===== src/rtl/universal_shift_register.sv =====
`default_nettype none
// ============================================================================
//  Module   : universal_shift_register
//  Purpose  : WIDTH-bit universal shift register with hold, logical shift,
//             rotate, arithmetic shift, parallel load and synchronous clear.
//             A saturating counter reports shifts since the last load/clear
//             so serialiser/deserialiser logic can detect a completed word.
//  Revision : 1.0 - initial release
// ============================================================================
module universal_shift_register #(
  parameter  int WIDTH = 8,
  localparam int CW    = $clog2(WIDTH + 1)
) (
  input  logic             clk,
  input  logic             rst,
  input  logic             en,
  input  logic [2:0]       mode,
  input  logic [WIDTH-1:0] d,
  input  logic             sin_msb,
  input  logic             sin_lsb,
  output logic [WIDTH-1:0] q,
  output logic             sout_msb,
  output logic             sout_lsb,
  output logic [CW-1:0]    shift_cnt,
  output logic             word_done
);

  localparam logic [2:0] c_MODE_HOLD = 3'b000;
  localparam logic [2:0] c_MODE_SHR  = 3'b001;
  localparam logic [2:0] c_MODE_SHL  = 3'b010;
  localparam logic [2:0] c_MODE_LOAD = 3'b011;
  localparam logic [2:0] c_MODE_ROR  = 3'b100;
  localparam logic [2:0] c_MODE_ROL  = 3'b101;
  localparam logic [2:0] c_MODE_ASR  = 3'b110;
  localparam logic [2:0] c_MODE_CLR  = 3'b111;

  localparam logic [CW-1:0] c_CNT_MAX = CW'(WIDTH);

  logic [WIDTH-1:0] r_q;
  logic [CW-1:0]    r_cnt;
  logic [WIDTH-1:0] w_q_next;
  logic [CW-1:0]    w_cnt_next;
  logic             w_is_shift;
  logic             w_cnt_clr;

  // Next register value and counter side-effects selected by mode.
  always_comb begin
    w_q_next   = r_q;
    w_is_shift = 1'b0;
    w_cnt_clr  = 1'b0;
    case (mode)
      c_MODE_HOLD: w_q_next = r_q;
      c_MODE_SHR: begin
        w_q_next   = {sin_msb, r_q[WIDTH-1:1]};
        w_is_shift = 1'b1;
      end
      c_MODE_SHL: begin
        w_q_next   = {r_q[WIDTH-2:0], sin_lsb};
        w_is_shift = 1'b1;
      end
      c_MODE_LOAD: begin
        w_q_next  = d;
        w_cnt_clr = 1'b1;
      end
      c_MODE_ROR: begin
        w_q_next   = {r_q[0], r_q[WIDTH-1:1]};
        w_is_shift = 1'b1;
      end
      c_MODE_ROL: begin
        w_q_next   = {r_q[WIDTH-2:0], r_q[WIDTH-1]};
        w_is_shift = 1'b1;
      end
      c_MODE_ASR: begin
        w_q_next   = {r_q[WIDTH-1], r_q[WIDTH-1:1]};
        w_is_shift = 1'b1;
      end
      c_MODE_CLR: begin
        w_q_next  = '0;
        w_cnt_clr = 1'b1;
      end
      default: w_q_next = r_q;
    endcase
  end

  // Shift counter: cleared by load/clear, otherwise saturates at WIDTH.
  always_comb begin
    w_cnt_next = r_cnt;
    if (w_cnt_clr) begin
      w_cnt_next = '0;
    end else if (w_is_shift && (r_cnt != c_CNT_MAX)) begin
      w_cnt_next = r_cnt + CW'(1);
    end
  end

  // State registers; clock enable gates both data and counter.
  always_ff @(posedge clk or posedge rst) begin
    if (rst) begin
      r_q   <= '0;
      r_cnt <= '0;
    end else if (en) begin
      r_q   <= w_q_next;
      r_cnt <= w_cnt_next;
    end
  end

  assign q         = r_q;
  assign sout_msb  = r_q[WIDTH-1];
  assign sout_lsb  = r_q[0];
  assign shift_cnt = r_cnt;
  assign word_done = (r_cnt == c_CNT_MAX);

endmodule
`default_nettype wire


===== config.mk =====
export PLATFORM = sky130hd
export DESIGN_NAME = universal_shift_register
export DESIGN_NICKNAME = d
export VERILOG_FILES = /design/src/rtl/universal_shift_register.sv
export SDC_FILE = /design/constraint.sdc
export NUM_CORES = 1
export LEC_CHECK = 0
export CORE_MARGIN = 2
export CORE_UTILIZATION = 45
export DETAILED_ROUTE_END_ITERATION = 8
export GPL_TIMING_DRIVEN = 0
export HOLD_SLACK_MARGIN = 0.03
export PLACE_DENSITY = 0.93
export RECOVER_POWER = 100
export REMOVE_ABC_BUFFERS = 1
export SLEW_MARGIN = 10
export SYNTH_ARGS = -nofsm -noshare
export SYNTH_HDL_FRONTEND = slang
export SYNTH_SLANG_ARGS = --single-unit
export TNS_END_PERCENT = 100

===== constraint.sdc =====
create_clock -name clk -period 3 [get_ports clk]
set_input_delay 0.75 -clock clk [delete_from_list [all_inputs] [get_ports clk]]
set_output_delay 0.75 -clock clk [all_outputs]
set_load 0.02 [all_outputs]

Word-level counts from Yosys, hierarchy flattened:

Cells that the tools add are included.

* register bits after elaboration: 12
* latch bits: 0
* bits in writable memories: 0
* ROM bits: 0
* bits of input ports: 16
* logic and storage cells: 28
* memories: 0

* add/subtract/negate cells: 1
* $mul: 0
* divide/modulo/power cells: 0
* order comparisons: 0
* eq/ne operators: 9
* shifts and indexed selects: 0
* mux-type cells: 5
* bitwise gates (word level): 2
* reductions and logical operators: 8

Operator list (count)
* 8-bit case mux with 7 select lines: 1
* 3-bit equality test, second input constant: 4
* 4-bit 2-to-1 mux: 2
* 3-bit by 2-bit equality test with 1-bit output, second input constant: 2
* 5-bit OR reduction: 1
* 4-bit by 1-bit adder with 4-bit output, second input constant: 1
* 4-bit equality test, second input constant: 1
* 4-bit != test, second input constant: 1
* 2-bit AND reduction: 2
* 3-bit by 1-bit equality test with 1-bit output, second input constant: 1
* 3-bit logical NOT: 1
* 3-bit AND reduction: 1
* 1-bit 2-to-1 mux: 2
* 1-bit NOT: 2
* 2-bit nonzero test: 1
* 2-bit OR reduction: 1
* 1-bit logical AND: 1

Logic depth before layout (Yosys ltp):

Gate-level depths: netlist of run 1.

* word-level depth: 6
* gate-level depth with buffers: 6
* depth with buffers taken out: 6

Least setup slack after synthesis of run 1:

No wires, ideal clock.

* path kind: input to register
* from: in mode[2]
* to: reg r_q[4], in the netlist q[4]
* data arrival time: 1702 ps
* required time: 2879 ps
* setup slack: 1176 ps
* cell stages on the path: 5
* buffers on the path: 1
* path through: buf_6 -> nor2b_4 -> or2_1 -> a221o_1 -> o22a_1

* word-level cells in the longest chain between the ends: 3
* elaborated cells between the ends (all ways): 11
* classes of those cells: eq/ne: 7; mux: 1; bitwise: 1; reduce/logical: 2

RTL lines
* start, declared: line 17 `input logic [2:0] mode,`
* parallel branches: the longest is 3 deep, another holds 8-bit case mux with 7 select lines
* end signal, assigned: line 101 `r_q <= w_q_next;`
* end, declared: line 39 `logic [WIDTH-1:0] r_q;`

Parallel ways; which one is timed is not known.
A chain may end at the register's enable or synchronous reset.

Worst setup path after layout of run 1:

* from: reg r_cnt[0], in the netlist shift_cnt[0]
* to: out word_done

* word-level cells in the longest chain between the ends: 1

RTL lines
* start, declared: line 40 `logic [CW-1:0] r_cnt;`
* start signal, assigned: line 102 `r_cnt <= w_cnt_next;`
* 4-bit equality test: line 110 `assign word_done = (r_cnt == c_CNT_MAX);`
* end, declared: line 25 `output logic word_done`

No other way between the ends.

==> metrics.txt, run 1 <==
min Tclk post-route 2.58 ns; post-synthesis sequential area ratio 36.1%; Hold Vio Cnt, Final 0; first-pass GRT wire length 3.40 mm; CP Launch Type flip-flop; GPL Wtd Cong 0.839; worst setup path end word_done; setup ws final 0.416 ns; clk sinks 12; vias in the first global route 791; core area 1730 um^2; clock root cell clkbuf_4; Distinct cells, synth 35; DP Worst Slack 0.343 ns; PostCTS Resize Cnt 0; FF-to-FF Start shift_cnt[0]; Pre-antenna DRT Iters 4; leading post-synthesis cells by cell area dfrtp_1 (36%), nor2_1 (5.4%), a221o_1 (4.8%); via count 836; # IOs 31; IO buf count 30; max-cap viol count 0; RSZ-0062 raised after global routing no; antenna-violating nets left 0; DRT iter0 DRCs 20; area share of the largest cell type after synthesis 36.1%; Worst Skew 0.00829 ns; final wirelength 2.09 mm; Critical Path AT 1.83 ns; CTS tree yes; Worst Hold Class reg2reg; Post-CTS Setup Inserts 0; final setup fails 0; Leak 0.508 nW; top_reg_cell synth dfrtp_1; Crit path top cell by count inv_1; Crit Path Max Fanout 6; Peak Freq 387 MHz; YS warnings 0; n_diodes 0; worst setup path startpoint shift_cnt[0]; largest net degree at the start of global routing 17; GRT Util Overall 22.0%; outcome finished, final reports clean; std cell rows 15; reg-to-reg critical path endpoint shift_cnt[1]; max-slew violations 0; total power 0.645 mW; initial antenna violation count 0; Die ar. 2210 um^2; Power Dens Cells 561 nW/um^2; area grow syn2layout 38.0%; vias per cell 5.69; critical path type reg2out; register bit total from synthesis 12; fillers 129; CTS max path bufs 2; Initial Utilization 48.2%; Die Ht 47 um; dominant cell type by area after synthesis dfrtp_1; Worst Path Required 2.25 ns; Cells after Synth 95; normalized max-slew margin 60.7%; ys async rst share 100%; H-tree levels 1; Least-Margin Pin Slew 0.587 ns; Hold-fix buffers, CTS 0; Post-synth top cells dfrtp_1 (12), nor2_1 (12), nand2_1 (9); Hold Slack 0.570 ns; clock-pin slew on the worst setup and hold paths 0.09 ns; r2r worst-path depth 5; Slowest-stage cell, CP dlygate4sd3_1; share of layout cells above drive strength 1 4.10%; slowest stage delay, CP 0.67 ns; remaining routing DRC violations 0; Post-Syn Area 832 um^2; Mean Syn Cell Area 8.76 um^2; critical-path cell list inv_1 > ha_1 > nand3b_1 > inv_1 > dlygate4sd3_1; layout net count 141; peak supply drop 282 uV; Chip Width 47 um; fin crit share 86.1%; total negative slack 0 ns; endpoint type of the worst setup path output port; WL/cell 14.2 um; EDFF count, synth 0; grt ovf 0; total CTS buffers 3; clock latency on the worst-skew pair 0.28 ns; Post-DP HPWL 1.53 mm; r2r setup slk 1.60 ns
stage by stage:
| stage | area [um^2] | std cells | utilization (%) |
|---|---|---|---|
| floorplan | 785 | 88 | - |
| global route | 1150 | 147 | 66.5 |
| detailed placement | 1120 | 143 | 64.6 |
| CTS | 1150 | 147 | 66.7 |
| finish | 1150 | 147 | 66.5 |
| global placement | 1120 | 143 | 64.6 |
final cells by class:
type	count	area, um^2	share of cell area [%]
inverter	7	26.3	2.29
timing repair buffer	30	300	26.1
multi-input combinational	69	454	39.5
sequential	12	300	26.1
clock buffer	4	36.3	3.16
tap	25	31.3	2.72
where the power goes:
group / switching, mW / internal (mW) / leakage, nW
clock network: 0.0599 / 0.0738 / 0.0210
logic: 0.136 / 0.128 / 0.341
registers: 0.0481 / 0.199 / 0.146
kinds of logic (layout without fill, tap and decap cells):
family,after synthesis,count (layout),share of synthesized area (%)
mux,2,2,2.86
xor+xnor,3,3,3.16
fa+ha+maj,2,2,3.01
buf+inv,14,41,8.87
flops,12,12,36.1
compound gates,30,30,27.2
simple gates,32,32,18.8
cells in the final DEF, fill, tap and decap left out, types with 3 or more instances in the layout:
cell / netlist / final
nand2_1: 9 / 9
clkbuf_4: 0 / 3
xor2_1: 3 / 3
nor2_1: 12 / 12
a21oi_1: 7 / 7
a221o_1: 4 / 4
dlygate4sd3_1: 0 / 17
o22a_1: 4 / 4
clkdlybuf4s50_1: 0 / 13
dfrtp_1: 12 / 12
inv_1: 7 / 7
critical path, delay by kind of cell, from the launching register on:
kind	cells	cell delay [ns]
fa+ha+maj	1	0.15
buf+inv	3	0.82
simple gates	1	0.14
flops	1	0.45
flip-flops by register name (all words and copies together), names as in the netlist:
register,count
shift_cnt,4
q,8
how the worst min path moves through the flow:
| stage | startpoint | endpoint | slack [ns] | depth (start not counted) |
|---|---|---|---|---|
| after global placement | q[4] | q[4] | 0.54 | 1 |
| after global routing | q[4] | q[4] | 0.60 | 1 |
| after detailed placement | q[4] | q[4] | 0.55 | 1 |
| final | q[4] | q[4] | 0.57 | 1 |
| after floorplan | rst | q[0] | 0.61 | 1 |
| after CTS | q[4] | q[4] | 0.57 | 1 |
per-layer routing:
layer	track usage (%)	part of all wire, %	vias to the layer above
met5	0	0	-
met4	10.0	1.5	0
met3	5.38	4.7	7
met2	36.2	50	32
met1	27.2	44	400
li1	-	-	397
Power figures use the tool's default switching activity.
==> run 2: changes to the inputs <==
--- a/config.mk
+++ b/config.mk
@@ -5,12 +5,13 @@
 export SDC_FILE = /design/constraint.sdc
 export NUM_CORES = 1
 export LEC_CHECK = 0
+export CORE_ASPECT_RATIO = 1.75
 export CORE_MARGIN = 2
-export CORE_UTILIZATION = 45
+export CORE_UTILIZATION = 35
 export DETAILED_ROUTE_END_ITERATION = 8
 export GPL_TIMING_DRIVEN = 0
 export HOLD_SLACK_MARGIN = 0.03
-export PLACE_DENSITY = 0.93
+export PLACE_DENSITY = 0.78
 export RECOVER_POWER = 100
 export REMOVE_ABC_BUFFERS = 1
 export SLEW_MARGIN = 10
==> metrics.txt, run 2 (synthesized netlist as in run 1, its figures left out) <==
Chip Width 40.9 um (-13%); antenna-violating nets left 0 (unchanged); initial antenna violation count 0 (unchanged); area grow syn2layout 38.6%; vias in the first global route 800 (+1.1%); max reg flops 8 (unchanged); grt ovf 0 (unchanged); WL/cell 14.8 um (+4.1%); n_diodes 0 (unchanged); Clk network pwr share 22.1% (+1.4 points); part of the power in combinational logic 41.0% (about the same); Hold Vio Cnt, Final 0 (unchanged); Die Ht 68.5 um (+46%); final setup fails 0 (unchanged); clk sinks 12 (unchanged); CP Launch Type input port; register area 300 um^2 (unchanged); layout net count 141 (unchanged); reg-to-reg critical path endpoint shift_cnt[1]; Least-Margin Pin Slew 0.653 ns (+0.0658 ns); r2r setup slk 1.59 ns (about the same); final wirelength 2.16 mm (+3.4%); Die ar. 2800 um^2 (+27%); PostCTS Resize Cnt 0 (unchanged); Crit Path Max Fanout 15 (+9); FF-to-FF Start shift_cnt[0]; Critical Path AT 2.75 ns (+0.92 ns); Worst Skew 0.00226 ns (-0.00603 ns); clock root cell clkbuf_8; worst setup path end q[4]; H-tree levels 1 (unchanged); Peak Freq 389 MHz (+0.40%); IO buf count 30 (unchanged); total CTS buffers 3 (unchanged); # IOs 31 (unchanged); Seq pwr share 36.9% (-1.4 points); endpoint type of the worst setup path flip-flop; fin crit share 85.8% (-0.34 points); commonest non-fill, non-tap cell in the layout dlygate4sd3_1; Worst Path Required 3.17 ns (+0.92 ns); Initial Utilization 36.6% (-12 points); Post-DP HPWL 1.60 mm (+4.7%); peak supply drop 308 uV (+8.9%); placed instance area 1120 um^2 (unchanged); first-pass GRT wire length 3.49 mm (+2.6%); critical path type in2reg; Power Dens Cells 571 nW/um^2 (+1.7%); core area 2270 um^2 (+32%); P_int 0.417 mW (+4.2%); Hold Crit Depth 1 (unchanged); Leak 0.509 nW (+0.11%); remaining routing DRC violations 0 (unchanged); outcome finished, final reports clean; post-layout instance area 1150 um^2 (+0.44%); vias per cell 5.64 (-0.76%); normalized max-slew margin 56.4% (-4.4 points); GRT Util Overall 18.2% (-3.8 points); Sw Pwr 0.241 mW (-1.2%); std cell rows 23 (+8); worst setup path startpoint mode[0]; max-cap viol count 0 (unchanged); RSZ-0062 raised after global routing no; commonest non-fill, non-tap cells in the layout dlygate4sd3_1 (17), clkdlybuf4s50_1 (13), nor2_1 (12), dfrtp_1 (12), nand2_1 (9); clock latency on the worst-skew pair 0.24 ns (-0.04 ns); Worst Hold Class reg2reg; area of the multi-input gates 454 um^2 (unchanged); Pre-antenna DRT Iters 4 (unchanged); r2r worst-path depth 5 (unchanged); DRT iter0 DRCs 25 (+25%); total negative slack 0 ns (unchanged); share of layout cells above drive strength 1 3.31% (-0.79 points); fillers 238 (+84%); via count 824 (-1.4%); Post-CTS Setup Inserts 0 (unchanged); min Tclk post-route 2.57 ns (-0.0103 ns); largest net degree at the start of global routing 17 (unchanged); max-slew violations 0 (unchanged); Sw Ratio 36.7% (-1.3 points); CTS max path bufs 2 (unchanged); clock-pin slew on the worst setup and hold paths 0.05 ns (-0.04 ns); GPL Wtd Cong 0.767 (-8.5%); CTS tree yes; Hold-fix buffers, CTS 0 (unchanged)
## run 2: cell count changes in the layout (fill, tap and decap cells not counted)
cell      delta
clkbuf_8     +2
clkbuf_4     -3
## run 2: critical path, stage by stage
cell and delay, ns:
dlygate4sd3_1 0.90, nand2b_1 0.23, mux2i_1 0.47, a221o_1 0.24
o22a_1 0.14
## run 2: power groups by stage
stage	Combinational (mW)	Clock (mW)	Sequential, mW
floorplan	0.0949	0	0.292
global placement	0.275	0	0.245
detailed placement	0.284	0	0.247
CTS	0.290	0.148	0.245
global route	0.296	0.154	0.252
finish	0.270	0.145	0.243
## run 2: layout make-up
type | instances | area share (%)
flip-flops and latches | 12 | 26.0
repair buffers | 30 | 26.0
multi-input cells | 69 | 39.4
inverters | 7 | 2.28
well taps | 25 | 2.71
clock buffers | 3 | 3.58
## run 2: through the flow
step / utilization [%] / instances / total power [mW] / hold WS, ns / setup slack [ns]
floorplan: - / 88 / 0.387 / 0.615 / 1.27
global placement: 49.1 / 143 / 0.521 / 0.544 / 0.343
detailed placement: 49.1 / 143 / 0.531 / 0.545 / 0.282
CTS: 50.9 / 146 / 0.683 / 0.560 / 0.506
global route: 50.7 / 146 / 0.702 / 0.587 / 0.230
finish: 50.7 / 146 / 0.658 / 0.559 / 0.426
## run 2: how the worst min path moves through the flow
| stage | slack (ns) | from | to |
|---|---|---|---|
| 4_1_cts | 0.56 | q[4] | q[4] |
| 2_1_floorplan | 0.61 | rst | q[0] |
| 5_1_grt | 0.59 | q[4] | q[4] |
| 3_3_place_gp | 0.54 | q[4] | q[4] |
| 3_5_place_dp | 0.54 | q[4] | q[4] |
| 6_report | 0.56 | q[4] | q[4] |
## run 2: routing by layer
metal  GRT usage, %  part of all wire (%)
met1           20.0                    40
met2           31.1                    52
met3           2.56                   5.7
met4           10.4                   1.6
met5              0                     0
